--- src/rtl/pwm_pkg.sv ---
// rtl/pwm_pkg.sv - shared constants and width helper for the PWM generator
package pwm_pkg;

    localparam int         PWM_STEPS       = 256;
    localparam logic [7:0] DUTY_FULL       = 8'hFF;
    localparam int         CLK_DIV_DEFAULT = 3000;

    // Prescaler counter width; a divider of 1 still needs a 1-bit counter
    function automatic int div_width(input int clk_div);
        return (clk_div > 1) ? $clog2(clk_div) : 1;
    endfunction

    localparam int DIV_W = div_width(CLK_DIV_DEFAULT);

endpackage

--- src/rtl/pwm_timebase.sv ---
// rtl/pwm_timebase.sv - prescaler and 8-bit step counter for the PWM period
module pwm_timebase
    import pwm_pkg::*;
#(
    parameter int CLK_DIV = CLK_DIV_DEFAULT
) (
    input  logic       clk,
    input  logic       rst_n,
    output logic       tick,
    output logic       wrap,
    output logic [7:0] step_cnt
);

    localparam int              DW        = div_width(CLK_DIV);
    localparam logic [DW-1:0]   DIV_LAST  = DW'(CLK_DIV - 1);
    localparam logic [7:0]      STEP_LAST = 8'(PWM_STEPS - 1);

    logic [DW-1:0] div_cnt;

    // tick marks the last clk of each step; wrap marks the last clk of the period
    assign tick = (div_cnt == DIV_LAST);
    assign wrap = tick && (step_cnt == STEP_LAST);

    // Prescaler: count 0..CLK_DIV-1 and restart
    always_ff @(posedge clk or negedge rst_n) begin
        if (!rst_n) begin
            div_cnt <= '0;
        end else if (tick) begin
            div_cnt <= '0;
        end else begin
            div_cnt <= div_cnt + DW'(1);
        end
    end

    // Step counter advances once per tick and rolls over naturally 255 -> 0
    always_ff @(posedge clk or negedge rst_n) begin
        if (!rst_n) begin
            step_cnt <= 8'd0;
        end else if (tick) begin
            step_cnt <= step_cnt + 8'd1;
        end
    end

endmodule

--- src/rtl/pwm_generator.sv ---
// rtl/pwm_generator.sv - 16-pin static/PWM output driver with double-buffered duty
module pwm_generator
    import pwm_pkg::*;
#(
    parameter int CLK_DIV = CLK_DIV_DEFAULT
) (
    input  logic        clk,
    input  logic        rst_n,
    input  logic [7:0]  en_reg_out_7_0,
    input  logic [7:0]  en_reg_out_15_8,
    input  logic [7:0]  en_reg_pwm_7_0,
    input  logic [7:0]  en_reg_pwm_15_8,
    input  logic [7:0]  pwm_duty_cycle,
    output logic [15:0] pwm_out,
    output logic        period_start
);

    logic        tick;
    logic        wrap;
    logic [7:0]  step_cnt;
    logic [7:0]  duty_active;
    logic        pwm_signal;
    logic [15:0] en_out;
    logic [15:0] en_pwm;

    pwm_timebase #(
        .CLK_DIV (CLK_DIV)
    ) u_timebase (
        .clk      (clk),
        .rst_n    (rst_n),
        .tick     (tick),
        .wrap     (wrap),
        .step_cnt (step_cnt)
    );

    assign en_out = {en_reg_out_15_8, en_reg_out_7_0};
    assign en_pwm = {en_reg_pwm_15_8, en_reg_pwm_7_0};

    // Full-scale duty is forced high so 0xFF never dips for the last step
    assign pwm_signal = (duty_active == DUTY_FULL) || (step_cnt < duty_active);

    // Duty shadow only reloads on the period wrap so a running period never glitches
    always_ff @(posedge clk or negedge rst_n) begin
        if (!rst_n) begin
            duty_active <= 8'd0;
        end else if (wrap) begin
            duty_active <= pwm_duty_cycle;
        end
    end

    // Registered pin mux and period boundary pulse
    always_ff @(posedge clk or negedge rst_n) begin
        if (!rst_n) begin
            pwm_out      <= 16'h0000;
            period_start <= 1'b0;
        end else begin
            pwm_out      <= en_out & (~en_pwm | {16{pwm_signal}});
            period_start <= wrap;
        end
    end

endmodule

--- config.mk ---
export PLATFORM = sky130hd
export DESIGN_NAME = pwm_generator
export DESIGN_NICKNAME = d
export VERILOG_FILES = /design/src/rtl/pwm_pkg.sv /design/src/rtl/pwm_timebase.sv /design/src/rtl/pwm_generator.sv
export SDC_FILE = /design/constraint.sdc
export NUM_CORES = 1
export LEC_CHECK = 0
export BUFFER_PORTS_ARGS = -buffer_cell sky130_fd_sc_hd__buf_4
export CAP_MARGIN = 30
export CORE_MARGIN = 2
export CORE_UTILIZATION = 40
export CTS_CLUSTER_DIAMETER = 50
export DETAILED_ROUTE_END_ITERATION = 6
export PLACE_DENSITY_LB_ADDON = 0.08
export SYNTH_ARGS = -nofsm -noshare
export SYNTH_HDL_FRONTEND = slang
export SYNTH_SLANG_ARGS = --single-unit
--- constraint.sdc ---
create_clock -name clk -period 3.5 [get_ports clk]
set_input_delay 0.35 -clock clk [delete_from_list [all_inputs] [get_ports clk]]
set_output_delay 0.35 -clock clk [all_outputs]
set_load 0.05 [all_outputs]
==> results.txt <==
- The worst path needs 2.32 ns of the cycle, external delays included.
* Fmax: 430 MHz
* Count of filler cells inserted in the layout: 426
- Yosys printed 0 warnings.
- The run finished with clean final reports.
- In the final timing run, aggregate negative setup slack is 0 ns.
* Net switching share of the total power: 21.8%
- Arrival time at the worst endpoint: 2.44 ns
* Die footprint: 0.00559 sq mm
- Once routing completed, OpenROAD measured the worst setup slack at 1.18 ns.
- Number of enable-type register cells in the synthesized netlist: 0
- Critical path class: flop to flop
* Slew Viols, Final: 0
- Number of buffers added on ports: 58
* Total power density per cell area: 401 mW/mm^2
- Synthesis handed over a netlist of 159 instances.
- DRC violations left: 0
- In this run the mean area of a mapped cell was 12.6 sq um.
* Remaining max-slew budget at the tightest pin: 38.4%
- Flop2flop setup slack: 1.18 ns
- Entering global routing, the biggest net connects 46 pins.
- Peak ir drop on the vdd network: 0.000180 V
- Setup repair after global routing left no endpoint under its margin.
- The worst path uses 66.4% of the clock period.
- The initial antenna violation count was 0.
* Cells resized by post-CTS repair: 0
- Main area contributors after synthesis: dfrtp_1 (56%), a21boi_0 (6.0%), ha_1 (5.6%), mux2_2 (5.1%), xnor2_1 (3.1%)
- Iteration-0 DRC count of the detailed router: 54
- Overall Global Routing Usage: 15.9%
- dfrtp_1 takes more of the synthesized area than any other cell.
- In the final design database the tool counted 271 nets.
- After synthesis, the share of flip-flops with an asynchronous set or reset is 100%.
- The worst setup path is captured at a flop.
- Number of hold-repair buffers added at the cts stage: 0
- Worst hold path type: input pin to asynchronous set/reset pin
* H-tree level count: 2
* Predominant post-synthesis flop cell: dfrtp_1
* Unique masters post-synth: 34
* Total Wirelength: 3870 um
- Once layout is done, the placed cells without fillers occupy 0.00261 sq mm.
- Final HPWL from detailed placement: 3010 um
- For this design the total switching power over the nets is 228 uW.
- 59 I/O pins were placed.
- The cell area that synthesis handed to floorplanning was 0.00200 sq mm.
* Slew at the pin closest to its max-slew limit: 0.924 ns
* Required time worst endpoint: 3.62 ns
- Top post-synthesis cells by count: dfrtp_1 (45), a21boi_0 (16), ha_1 (9), inv_1 (9), mux2_2 (9)
- TritonCTS built the clock tree.
- In this run, the combinational gates consume 10.9% of the power.
* Vias after detailed routing: 1431
- The count of nets left with antenna violations once routing finished came out at 0.
* Number of placement rows: 25
- Internal power: 818 uW
- Relative to the synthesized area, the layout overhead comes to 30.4%.
- After synthesis, the largest area contributor takes up 56.2% of total cell area.
- Die height: 74.7 um
* Antenna diode count: 0
- Die boundary width: 74.7 um
- Setup WS pre-CTS: 1.20 ns
- Sequential cell area fraction in the yosys report: 56.2%
* Number of nets produced by synthesis: 210
- Cells with a size suffix above 1 make up 35.7% of the layout.
* Global-route wire length before repair: 6650 um
* Static power due to leakage: 0.00133 uW
- Number of hold-slack violations in the final timing report: 0
* Number of sinks driven by the clock tree: 45
- TritonCTS created 5 clock buffers.
- Std-Cell Core Area: 0.00479 sq mm
- Buffer type at the clock tree root: clkbuf_8
* Starting utilization of the core area: 41.8%
* Flip-flop and latch count after synthesis: 45
- In this run the cell area measured after placement is 0.00249 sq mm.
- In the final routed layout, each cell accounts on average for 13.4 um.
- Sum of overflow across all layers after global routing: 0
* Vias in the first global route: 1454
* Clock network fraction of total power: 37.4%
- Max-cap violations in this run came to 0.
- Final weighted congestion in routability-driven placement: 0.774
* Post-detailed-route via-to-cell ratio: 4.97
- Skew-Pair Late Insertion Delay: 0.29 ns
- After layout, the design draws a total of 1050 uW.
- Reg clk slew, reported paths: 0.08 ns
- Maximum root-to-sink buffer count: 2
* TritonRoute pass-1 iters: 3
- Setup violations remaining at the end of the flow were counted as 0.
- Maximum fanout along the worst path: 16
* Count leader, synth: dfrtp_1
- STA classifies the critical path startpoint as a flop.
- The number of setup buffers added after CTS is 0.
- In this run, flip-flops and latches consume 51.7% of the power.
- Worst Clk Skew: 0.00267 ns
## power groups by stage
stage                     Combinational [uW]  Sequential [uW]  Clock [uW]
after global routing                     123              542         429
after global placement                   113              550           0
after detailed placement                 116              551           0
final                                    114              541         392
after floorplan                         17.0              584           0
after CTS                                116              541         407
## path summary, 6_finish.rpt
check / start / to / cells after the start
max: u_timebase.step_cnt[7] / pwm_out[5] / 5
min: rst_n / u_timebase.div_cnt[6] / 1
max reg2reg: u_timebase.step_cnt[7] / pwm_out[5] / 5
min reg2reg: u_timebase.div_cnt[0] / u_timebase.div_cnt[0] / 1
max in group asynchronous: rst_n / duty_active[7] / 1
min in group clk: en_reg_pwm_15_8[3] / pwm_out[11] / 2
## worst max-delay path: stages (launching register included)
cell and delay [ns]:
dfrtp_1 0.45, ha_1 0.35, and4_1 0.19, o21ai_0 0.09, o32ai_2 0.82, a21boi_0 0.25
## state kept, by name, indices dropped and copies added (netlist names)
| register | flops |
|---|---|
| period_start | 1 |
| duty_active | 8 |
| pwm_out | 16 |
| u_timebase.step_cnt | 8 |
| u_timebase.div_cnt | 12 |
## layer usage
layer / track usage, % / vias to the layer above / wire [um]
li1: - / 687 / -
met1: 18.8 / 703 / 1630
met2: 27.3 / 34 / 1980
met3: 5.35 / 7 / 209
met4: 5.36 / 0 / 53
met5: 0 / - / 0
## cells in the final DEF, fill, tap and decap left out
master / netlist / layout
o21a_1: 1 / 1
o21ai_0: 3 / 3
and3_1: 4 / 4
and4b_1: 1 / 1
a22o_1: 1 / 1
dfrtp_1: 45 / 45
o32ai_2: 1 / 1
clkbuf_8: 0 / 6
clkbuf_1: 2 / 1
xor2_1: 5 / 5
or2_2: 1 / 1
inv_1: 9 / 9
nor4b_2: 1 / 1
and4_1: 5 / 5
nand2_1: 6 / 6
a311oi_1: 1 / 1
xnor2_1: 7 / 7
a21o_1: 1 / 1
nand4_1: 5 / 5
nand3_1: 3 / 3
bufinv_16: 0 / 1
ha_1: 9 / 9
nand2b_1: 1 / 1
nand4_4: 1 / 1
nor2b_1: 3 / 3
a31oi_1: 1 / 1
a2111oi_2: 1 / 1
a21boi_0: 16 / 16
a21oi_1: 3 / 3
mux2_2: 9 / 9
a41o_1: 2 / 2
or3_1: 1 / 1
nor2_1: 7 / 7
buf_4: 1 / 58
a211o_1: 1 / 1
## stage by stage
stage | hold WS (ns) | util (%) | instances
global route | 0.0755 | 54.6 | 288
floorplan | 0.0544 | - | 159
global placement | 0.371 | 52.1 | 280
finish | 0.0413 | 54.6 | 288
CTS | 0.0596 | 54.6 | 288
detailed placement | 0.385 | 52.1 | 280
## final cells by class
class | count | area, sq um | share of cell area [%]
clock inverters | 1 | 30.0 | 1.15
multi-input cells | 101 | 816 | 31.2
flip-flops and latches | 45 | 1130 | 43.1
clock buffers | 7 | 86.3 | 3.31
inverters | 9 | 33.8 | 1.29
well taps | 67 | 83.8 | 3.21
repair buffers | 58 | 435 | 16.7
## logic make-up after synthesis
group | synth area share, %
DFF | 56.2
and+or+nand+nor | 12.4
AOI/OAI and AO/OA | 12.4
buffers and inverters | 3.00
xor gates and xnor gates | 5.25
muxes | 5.06
adders and majority gates | 5.63
(Power assumes the default switching activity.)
